$ cat src/rtl/divider_integer_signed_arbiter_pkg.sv
// Shared definitions for the signed-divider arbiter.
//   state_e : FSM state encoding (IDLE, ISSUE, WAIT, RESPOND)
//   clog2   : width of a binary index able to address 'value' items
package divider_integer_signed_arbiter_pkg;

  typedef enum logic [1:0] {
    IDLE    = 2'b00,
    ISSUE   = 2'b01,
    WAIT    = 2'b10,
    RESPOND = 2'b11
  } state_e;

  // Never returns less than 1 so that an index register always has a bit.
  function automatic int clog2(input int value);
    int width;
    width = 1;
    for (int i = 1; i < 32; i++) begin
      if ((1 << width) < value) width = width + 1;
    end
    return width;
  endfunction

endpackage

$ cat src/rtl/divider_integer_signed_arbiter_arbiter_round_robin_priority.sv
// Combinational round-robin picker.
//   requests_i : request mask, one bit per requester
//   pointer_i  : requester holding highest priority this cycle
//   grant_o    : one-hot grant (zero when no request)
//   index_o    : binary index of the granted requester
//   valid_o    : at least one request was granted
// Searches upward from pointer_i with wrap-around; first hit wins.
module arbiter_round_robin_priority #(
  parameter int REQUESTER_COUNT = 4,
  parameter int INDEX_WIDTH     = 2
) (
  input  logic [REQUESTER_COUNT-1:0] requests_i,
  input  logic [INDEX_WIDTH-1:0]     pointer_i,
  output logic [REQUESTER_COUNT-1:0] grant_o,
  output logic [INDEX_WIDTH-1:0]     index_o,
  output logic                       valid_o
);

  always_comb begin
    // NOTE: every output gets a default before the search loop; a path that
    // leaves an always_comb output unassigned infers a latch.
    grant_o = '0;
    index_o = '0;
    valid_o = 1'b0;
    for (int offset = 0; offset < REQUESTER_COUNT; offset++) begin
      int candidate;
      candidate = int'(pointer_i) + offset;
      if (candidate >= REQUESTER_COUNT) candidate = candidate - REQUESTER_COUNT;
      if (!valid_o && requests_i[INDEX_WIDTH'(candidate)]) begin
        valid_o                            = 1'b1;
        grant_o[INDEX_WIDTH'(candidate)]   = 1'b1;
        index_o                            = INDEX_WIDTH'(candidate);
      end
    end
  end

endmodule

$ cat src/rtl/divider_integer_signed_arbiter.sv
// Shares one multi-cycle signed divider among REQUESTER_COUNT requesters.
//   clock, clear                    : clock and synchronous active-high reset
//   requests_valid/ready            : per-requester operand handshake
//   dividends, divisors             : packed operands, requester i at [i*W +: W]
//   responses_valid/ready           : per-requester result handshake
//   quotient, remainder, divide_by_zero : broadcast result of the granted requester
//   divider_input_*                 : operand handshake towards the shared divider
//   divider_output_*, divider_quotient/remainder : result handshake from the divider
// A zero divisor is answered locally (q=0, r=dividend) without touching the divider.
module divider_integer_signed_arbiter
  import divider_integer_signed_arbiter_pkg::*;
#(
  // Defaults exist only so the block elaborates standalone; parents set both.
  parameter int WORD_WIDTH      = 8,
  parameter int REQUESTER_COUNT = 4
) (
  input  logic                                  clock,
  input  logic                                  clear,
  input  logic [REQUESTER_COUNT-1:0]            requests_valid,
  output logic [REQUESTER_COUNT-1:0]            requests_ready,
  input  logic [REQUESTER_COUNT*WORD_WIDTH-1:0] dividends,
  input  logic [REQUESTER_COUNT*WORD_WIDTH-1:0] divisors,
  output logic [REQUESTER_COUNT-1:0]            responses_valid,
  input  logic [REQUESTER_COUNT-1:0]            responses_ready,
  output logic [WORD_WIDTH-1:0]                 quotient,
  output logic [WORD_WIDTH-1:0]                 remainder,
  output logic                                  divide_by_zero,
  output logic                                  divider_input_valid,
  input  logic                                  divider_input_ready,
  output logic [WORD_WIDTH-1:0]                 divider_dividend,
  output logic [WORD_WIDTH-1:0]                 divider_divisor,
  input  logic                                  divider_output_valid,
  output logic                                  divider_output_ready,
  input  logic [WORD_WIDTH-1:0]                 divider_quotient,
  input  logic [WORD_WIDTH-1:0]                 divider_remainder
);

  localparam int INDEX_WIDTH = clog2(REQUESTER_COUNT);

  state_e                     state_q;
  logic [INDEX_WIDTH-1:0]     grant_q;
  logic [INDEX_WIDTH-1:0]     pointer_q;
  logic [INDEX_WIDTH-1:0]     pointer_d;
  logic [WORD_WIDTH-1:0]      dividend_q;
  logic [WORD_WIDTH-1:0]      divisor_q;
  logic [WORD_WIDTH-1:0]      quotient_q;
  logic [WORD_WIDTH-1:0]      remainder_q;
  logic                       divide_by_zero_q;

  logic [REQUESTER_COUNT-1:0] pick_grant;
  logic [INDEX_WIDTH-1:0]     pick_index;
  logic                       pick_valid;
  logic [WORD_WIDTH-1:0]      pick_dividend;
  logic [WORD_WIDTH-1:0]      pick_divisor;

  arbiter_round_robin_priority #(
    .REQUESTER_COUNT (REQUESTER_COUNT),
    .INDEX_WIDTH     (INDEX_WIDTH)
  ) u_arbiter (
    .requests_i (requests_valid),
    .pointer_i  (pointer_q),
    .grant_o    (pick_grant),
    .index_o    (pick_index),
    .valid_o    (pick_valid)
  );

  // Operand word multiplexer driven by the winning index.
  assign pick_dividend = dividends[int'(pick_index)*WORD_WIDTH +: WORD_WIDTH];
  assign pick_divisor  = divisors[int'(pick_index)*WORD_WIDTH +: WORD_WIDTH];

  // Priority moves to the requester just after the one being served.
  assign pointer_d = (grant_q == INDEX_WIDTH'(REQUESTER_COUNT - 1)) ? '0
                                                                    : grant_q + 1'b1;

  // Grant is only offered while idle, so it can never coincide with a response.
  assign requests_ready = (state_q == IDLE) ? pick_grant : '0;

  always_comb begin
    responses_valid = '0;
    if (state_q == RESPOND) responses_valid[grant_q] = 1'b1;
  end

  assign divider_input_valid  = (state_q == ISSUE);
  assign divider_output_ready = (state_q == WAIT);
  assign divider_dividend     = dividend_q;
  assign divider_divisor      = divisor_q;
  assign quotient             = quotient_q;
  assign remainder            = remainder_q;
  assign divide_by_zero       = divide_by_zero_q;

  // NOTE: all state here uses non-blocking assignments so every register
  // samples the pre-edge value of the others, independent of statement order.
  always_ff @(posedge clock) begin
    if (clear) begin
      state_q          <= IDLE;
      grant_q          <= '0;
      pointer_q        <= '0;
      dividend_q       <= '0;
      divisor_q        <= '0;
      quotient_q       <= '0;
      remainder_q      <= '0;
      divide_by_zero_q <= 1'b0;
    end else begin
      case (state_q)
        IDLE: begin
          if (pick_valid) begin
            grant_q    <= pick_index;
            dividend_q <= pick_dividend;
            divisor_q  <= pick_divisor;
            if (pick_divisor == '0) begin
              divide_by_zero_q <= 1'b1;
              quotient_q       <= '0;
              remainder_q      <= pick_dividend;
              state_q          <= RESPOND;
            end else begin
              divide_by_zero_q <= 1'b0;
              state_q          <= ISSUE;
            end
          end
        end
        ISSUE: begin
          if (divider_input_ready) state_q <= WAIT;
        end
        WAIT: begin
          if (divider_output_valid) begin
            quotient_q  <= divider_quotient;
            remainder_q <= divider_remainder;
            state_q     <= RESPOND;
          end
        end
        RESPOND: begin
          if (responses_ready[grant_q]) begin
            pointer_q <= pointer_d;
            state_q   <= IDLE;
          end
        end
        default: state_q <= IDLE;
      endcase
    end
  end

endmodule
$ cat config.mk
export PLATFORM = sky130hd
export DESIGN_NAME = divider_integer_signed_arbiter
export DESIGN_NICKNAME = d
export VERILOG_FILES = /design/src/rtl/divider_integer_signed_arbiter_pkg.sv /design/src/rtl/divider_integer_signed_arbiter_arbiter_round_robin_priority.sv /design/src/rtl/divider_integer_signed_arbiter.sv
export SDC_FILE = /design/constraint.sdc
export NUM_CORES = 1
export LEC_CHECK = 0
export CAP_MARGIN = 20
export CORE_MARGIN = 3
export CORE_UTILIZATION = 39
export DETAILED_ROUTE_END_ITERATION = 8
export PLACE_DENSITY_LB_ADDON = 0.3
export SLEW_MARGIN = 5
export SYNTH_ARGS = -nofsm -noshare
export SYNTH_HDL_FRONTEND = slang
export SYNTH_SLANG_ARGS = --single-unit
$ cat constraint.sdc
create_clock -name clock -period 3.16 [get_ports clock]
set_input_delay 0.79 -clock clock [delete_from_list [all_inputs] [get_ports clock]]
set_output_delay 0.79 -clock clock [all_outputs]
set_load 0.05 [all_outputs]
# After elaboration in Yosys (flattened, before gate mapping)
# Cells that the tools add are included.
# word_totals
regBits	39
out_inout_bits	43
# op_classes
add_sub_neg	8
n_lt_le_gt_ge	14
n_eq_ne	9
n_shift	2
muxes	58
n_bitwise	3
reduce_logical	18
# op_table
cell	count
$shiftx A32 B6 Y8	2
$mux W8	6
$pmux W8 S2	2
$mux W2	14
$mux W4	6
$mux W1	19
$lt A2 B4 Y1 const B	4
$or A4 B4 Y4	3
$bmux W1 S2	5
$demux W1 S2	5
$ge A2 B1 Y1 const B	5
$ge A3 B3 Y1 const B	3
$logic_and A1 B1 Y1	8
$logic_not A8 Y1	1
$pmux W2 S4	1
$reduce_and A4 Y1	2
$sub A2 B1 Y2 const B	4
$add A2 B2 Y3 const B	2
$eq A2 B2 Y1 const B	3
$ne A2 B1 Y1 const B	3
$ne A2 B2 Y1 const B	2
$reduce_and A2 Y1	2
$add A2 B1 Y3 const B	1
$ge A2 B3 Y1 const B	1
6 further kinds	8

# Logic depth before layout (Yosys ltp)
# depth
depth_word	20
depth_mapped	14
depth_no_buf	10

# By module
# Synthesis repeated with hierarchy kept, for this count alone.
# hier_totals
hier_cells	358
hier_area_um2	3115.5
# modules_own_cells
module	instances	cells_per_inst	area_each_um2	seq_area_each_um2
divider_integer_signed_arbiter	1	295	2615.0	780.7
arbiter_round_robin_priority	1	63	500.5	0.0

# Worst setup path before layout
# Ideal clock, no wire load.
# synth_timing
path_kind	flip-flop to output port
startpoint	register pointer_q[0]
endpoint	output port requests_ready[0]
arrival_time_ns	2.831
required_ns	2.370
path_slack_ns	-0.461
stages_incl_launch_ff	8
cell_sequence	dfxtp_1 > buf_6 > inv_1 > ha_1 > mux4_2 > nor4b_1 > a221oi_1 > nor2b_1
# synth_via
elab_chain_len	16
elab_cells_between_ends	64
classes_between	7 x add/sub; 12 x order compare; 32 x mux; 3 x bitwise; 10 x reduce/logical
# synth_rtl
item	line_no	rtl
start: declaration	divider_integer_signed_arbiter.sv:42	logic [INDEX_WIDTH-1:0] pointer_q;
start signal: assignment	divider_integer_signed_arbiter.sv:133	pointer_q <= pointer_d;
parallel branches: the longest is 14 deep, another holds $lt A2 B4 Y1	n/a	
$mux W4 (*)	divider_integer_signed_arbiter_arbiter_round_robin_priority.sv:29	if (!valid_o && requests_i[INDEX_WIDTH'(candidate)]) begin
$mux W4 (*)	divider_integer_signed_arbiter.sv:76	assign requests_ready = (state_q == IDLE) ? pick_grant : '0;
end: declaration	divider_integer_signed_arbiter.sv:20	output logic [REQUESTER_COUNT-1:0] requests_ready,
# Mark *: on every way between the ends. The select of a mux whose other input is x is not followed.

# Worst setup path in the final report
# layout_timing
startpoint	input port requests_valid[0]
endpoint	register remainder_q[1], in the netlist remainder[1]
# layout_via
elab_chain_len	17
elab_cells_between_ends	35
classes_between	2 x eq/ne; 2 x shift; 23 x mux; 8 x reduce/logical
# layout_rtl
item	line_no	rtl
start: declaration	divider_integer_signed_arbiter.sv:19	input logic [REQUESTER_COUNT-1:0] requests_valid,
$bmux W1 S2	divider_integer_signed_arbiter_arbiter_round_robin_priority.sv:29	
$mux W1 (not written as such) (2 in series)	divider_integer_signed_arbiter_arbiter_round_robin_priority.sv:29	
$mux W1	divider_integer_signed_arbiter_arbiter_round_robin_priority.sv:29	
$logic_not A1 Y1	divider_integer_signed_arbiter_arbiter_round_robin_priority.sv:29	
$logic_and A1 B1 Y1	divider_integer_signed_arbiter_arbiter_round_robin_priority.sv:29	
$mux W1	divider_integer_signed_arbiter_arbiter_round_robin_priority.sv:29	
$logic_not A1 Y1	divider_integer_signed_arbiter_arbiter_round_robin_priority.sv:29	
$logic_and A1 B1 Y1	divider_integer_signed_arbiter_arbiter_round_robin_priority.sv:29	
$mux W1	divider_integer_signed_arbiter_arbiter_round_robin_priority.sv:29	
$logic_not A1 Y1	divider_integer_signed_arbiter_arbiter_round_robin_priority.sv:29	
$logic_and A1 B1 Y1	divider_integer_signed_arbiter_arbiter_round_robin_priority.sv:29	
$mux W2	divider_integer_signed_arbiter_arbiter_round_robin_priority.sv:29	
$shiftx A32 B6 Y8, on equally long branches	divider_integer_signed_arbiter.sv:69, divider_integer_signed_arbiter.sv:68	
$logic_not A8 Y1 / $mux W8 (equally long branches)	divider_integer_signed_arbiter.sv:110	if (pick_divisor == '0) begin
$ne A2 B1 Y1 (no source line) / $mux W8 (equally long branches)	n/a	
$reduce_and A4 Y1 (no source line) / $pmux W8 S2 (equally long branches)	n/a	
end signal: assignment	divider_integer_signed_arbiter.sv:113	remainder_q <= pick_dividend;
end signal: assignment	divider_integer_signed_arbiter.sv:127	remainder_q <= divider_remainder;
end: declaration	divider_integer_signed_arbiter.sv:47	logic [WORD_WIDTH-1:0] remainder_q;
# Several ways; a longest one is shown, not always the timed one. The select of a mux whose other input is x is not followed.
# A chain may end at the register's enable or synchronous reset.

==> out/results.tsv <==
metric	value	unit
avgSynthCellArea	8.81	µm²
rsz0062_at_grt	yes	
clockRootBuffer	clkbuf_8	
worst_slew_pin_slew	0.633	ns
stdcell_count	622	
cp_max_fo	18	
die_y	94.7	µm
ys_async_sr_fraction	0	%
fillerInstances	580	
hpwl	7.22	mm
grtUsageTotal	20.0	%
slew_viol_final	0	
synth_commonest_cells	49 x nand2_1, 43 x mux2i_1, 39 x dfxtp_1, 32 x a21oi_1, 24 x nor2_1	
irDropWorstVdd	0.000397	V
post-route-util	70.0	%
netlist_instances	348	
die_w	94.7	µm
synth_nets	456	
crit_required	3.36	ns
grt_overflow	0	
end_kind	flop	
finalPower	3.14	mW
synth_cell_type_count	50	
clkSlewWorstSetupHoldPaths	0.08	ns
synth-seq-cells	39	
fmax	312	MHz
ys_warn_count	0	
dr.pass1.iters	5	
die_area	0.00896	mm²
worst-path-buf-inv	5	
crit_top_cell	buf_4	
start_util	41.2	%
synth_edf_count	0	
placed_cells	599	
fin_skew	0.00898	ns
io-pin-count	135	
via_per_inst	5.36	
setup_slack	-0.0484	ns
nets	630	
p_leak	2.10	nW
slowest_stage	or3b_4	
yosys-top-cells-area	dfxtp_1 25%, mux2i_1 14%, ha_1 6.5%	
wl_met1	4.02	mm
hold_violations	0	
crit_type	in -> reg	
cp_slowest_stage_delay	0.38	ns
synth_top_area_share	25.5	%
place.gp.congestion	0.895	
multi_input_area	0.00222	mm²
syn_area	0.00307	mm²
wl	9.82	mm
clock_latency	0.28	ns
cts_num_sinks	39	
slew_headroom	57.8	%
hold_path.class	reg -> reg	
vias	3332	
rows	31	
diodes	0	
crit_chain	buf_8 -> or3b_4 -> a2111oi_4 -> a311o_2 -> buf_12 -> buf_4 -> mux2i_1 -> mux2i_2 -> nor4_4 -> buf_6 -> buf_4 -> a221oi_1 -> a311oi_1	
cp.arrival	3.41	ns
grt_pass1_wl	14.8	mm
port_buffers	134	
drive_gt1_share	24.9	%
cpLargestDelayFamily	compound AO/OA/AOI/OAI gates	
violations	negative setup slack	
core_area	0.00745	mm²
min_period	3.21	ns
cts_buffer_depth	2	
grt_max_degree	22	
syn_to_final_growth	70.1	%
finalSetupTns	-0.346	ns
wire_per_inst	15.8	µm
yosysMostFrequentCell	nand2_1	
dr_wl_met2	4.92	mm
post-route-drc-count	0	
status	finished, violations left	
cts_buffers	5	
tritoncts	built	
seqCellArea	782	µm²
synth_top_cell_by_area	dfxtp_1	
powerDensity	602	mW/mm²
drv_cap	0	
fin_crit_sh	102	%
grt_pass1_vias	3202	
finalSetupViolations	12	
met3_length	770	µm
top_layer_used	met4	
dp_slack	-0.721	ns
ys.flop_type	dfxtp_1	
cts_max_level	2	
worstSetupStartpointType	input port	
antenna_found_initial	0	
antenna_left	0	
ys_seq_area_share	25.5	%
drtIter0Drc	245	
worst min-delay path, delay by kind of cell, from the launching register on:
family             cells  cell delay, ns
and+or+nand+nor        1            0.05
AOI/OAI and AO/OA      1            0.05
DFF                    1            0.31
power breakdown:
part / internal, mW / switching [mW]
registers: 0.599 / 0.0757
logic: 0.895 / 1.16
clock network: 0.235 / 0.177
final cells by class:
| class | count | area share, % |
|---|---|---|
| Sequential cell | 39 | 15.0 |
| Inverter | 10 | 0.720 |
| Clock buffer | 5 | 1.32 |
| Timing Repair Buffer | 192 | 37.2 |
| Clock inverter | 3 | 0.840 |
| Multi-Input combinational cell | 274 | 42.5 |
| Tap cell | 99 | 2.38 |
per-layer routing:
metal / track usage, % / vias up
li1: - / 1614
met3: 4.30 / 14
met1: 24.4 / 1572
met4: 3.13 / 0
met5: 0 / -
met2: 36.5 / 132
final timing paths:
| path | start | to | slack [ns] | cells after the start |
|---|---|---|---|---|
| worst max-delay path | requests_valid[0] | remainder[1] | -0.05 | 13 |
| worst min-delay path | divider_dividend[4] | divider_dividend[4] | 0.46 | 2 |
| worst max register to register | pointer_q[0] | remainder[1] | 0.06 | 13 |
| worst min register to register | divider_dividend[4] | divider_dividend[4] | 0.46 | 2 |
kinds of logic after synthesis:
| kind of cell | count (synthesis) | share of synthesized area, % |
|---|---|---|
| flip-flops | 39 | 25.5 |
| XOR/XNOR | 1 | 0.286 |
| buffers and inverters | 35 | 7.06 |
| AND/OR/NAND/NOR | 123 | 20.7 |
| adder cells (fa/ha/maj) | 16 | 6.53 |
| multiplexers | 58 | 21.5 |
| AO/OA/AOI/OAI | 76 | 18.5 |
cells in the final DEF (no fill, tap or decap), types with 7 or more instances in the layout:
| cell | Yosys | layout |
|---|---|---|
| buf_6 | 8 | 14 |
| a221oi_1 | 12 | 8 |
| a21oi_1 | 32 | 32 |
| buf_4 | 1 | 41 |
| a222oi_1 | 7 | 7 |
| mux2i_1 | 43 | 35 |
| mux2i_2 | 0 | 7 |
| nand2_1 | 49 | 49 |
| a311oi_1 | 8 | 8 |
| nor2b_1 | 15 | 11 |
| nand2b_1 | 11 | 11 |
| inv_1 | 10 | 10 |
| dfxtp_1 | 39 | 38 |
| mux2_2 | 9 | 9 |
| clkdlybuf4s50_1 | 0 | 126 |
| buf_12 | 1 | 10 |
| ha_1 | 16 | 15 |
| nor2_1 | 24 | 22 |
what timing repair did:
action,4_1_cts,5_1_grt
hold buffers,0,0
endpoints found under the setup margin,30,21
resized for setup,38,29
setup buffers,7,9
pin swaps,5,9
per-stage QoR:
| stage | hold slack (ns) | area (µm²) |
|---|---|---|
| after floorplan | 0.519 | 3090 |
| after global placement | 0.442 | 4800 |
| after detailed placement | 0.447 | 4800 |
| after CTS | 0.458 | 5040 |
| after global routing | 0.493 | 5220 |
| final | 0.456 | 5220 |
registers in the layout (all words and copies together) (netlist names):
register          count
divide_by_zero        1
divider_dividend      8
divider_divisor       8
grant_q               2
pointer_q             2
quotient              8
remainder             8
state_q               2
Note: power is estimated with default switching activity, not from simulation.
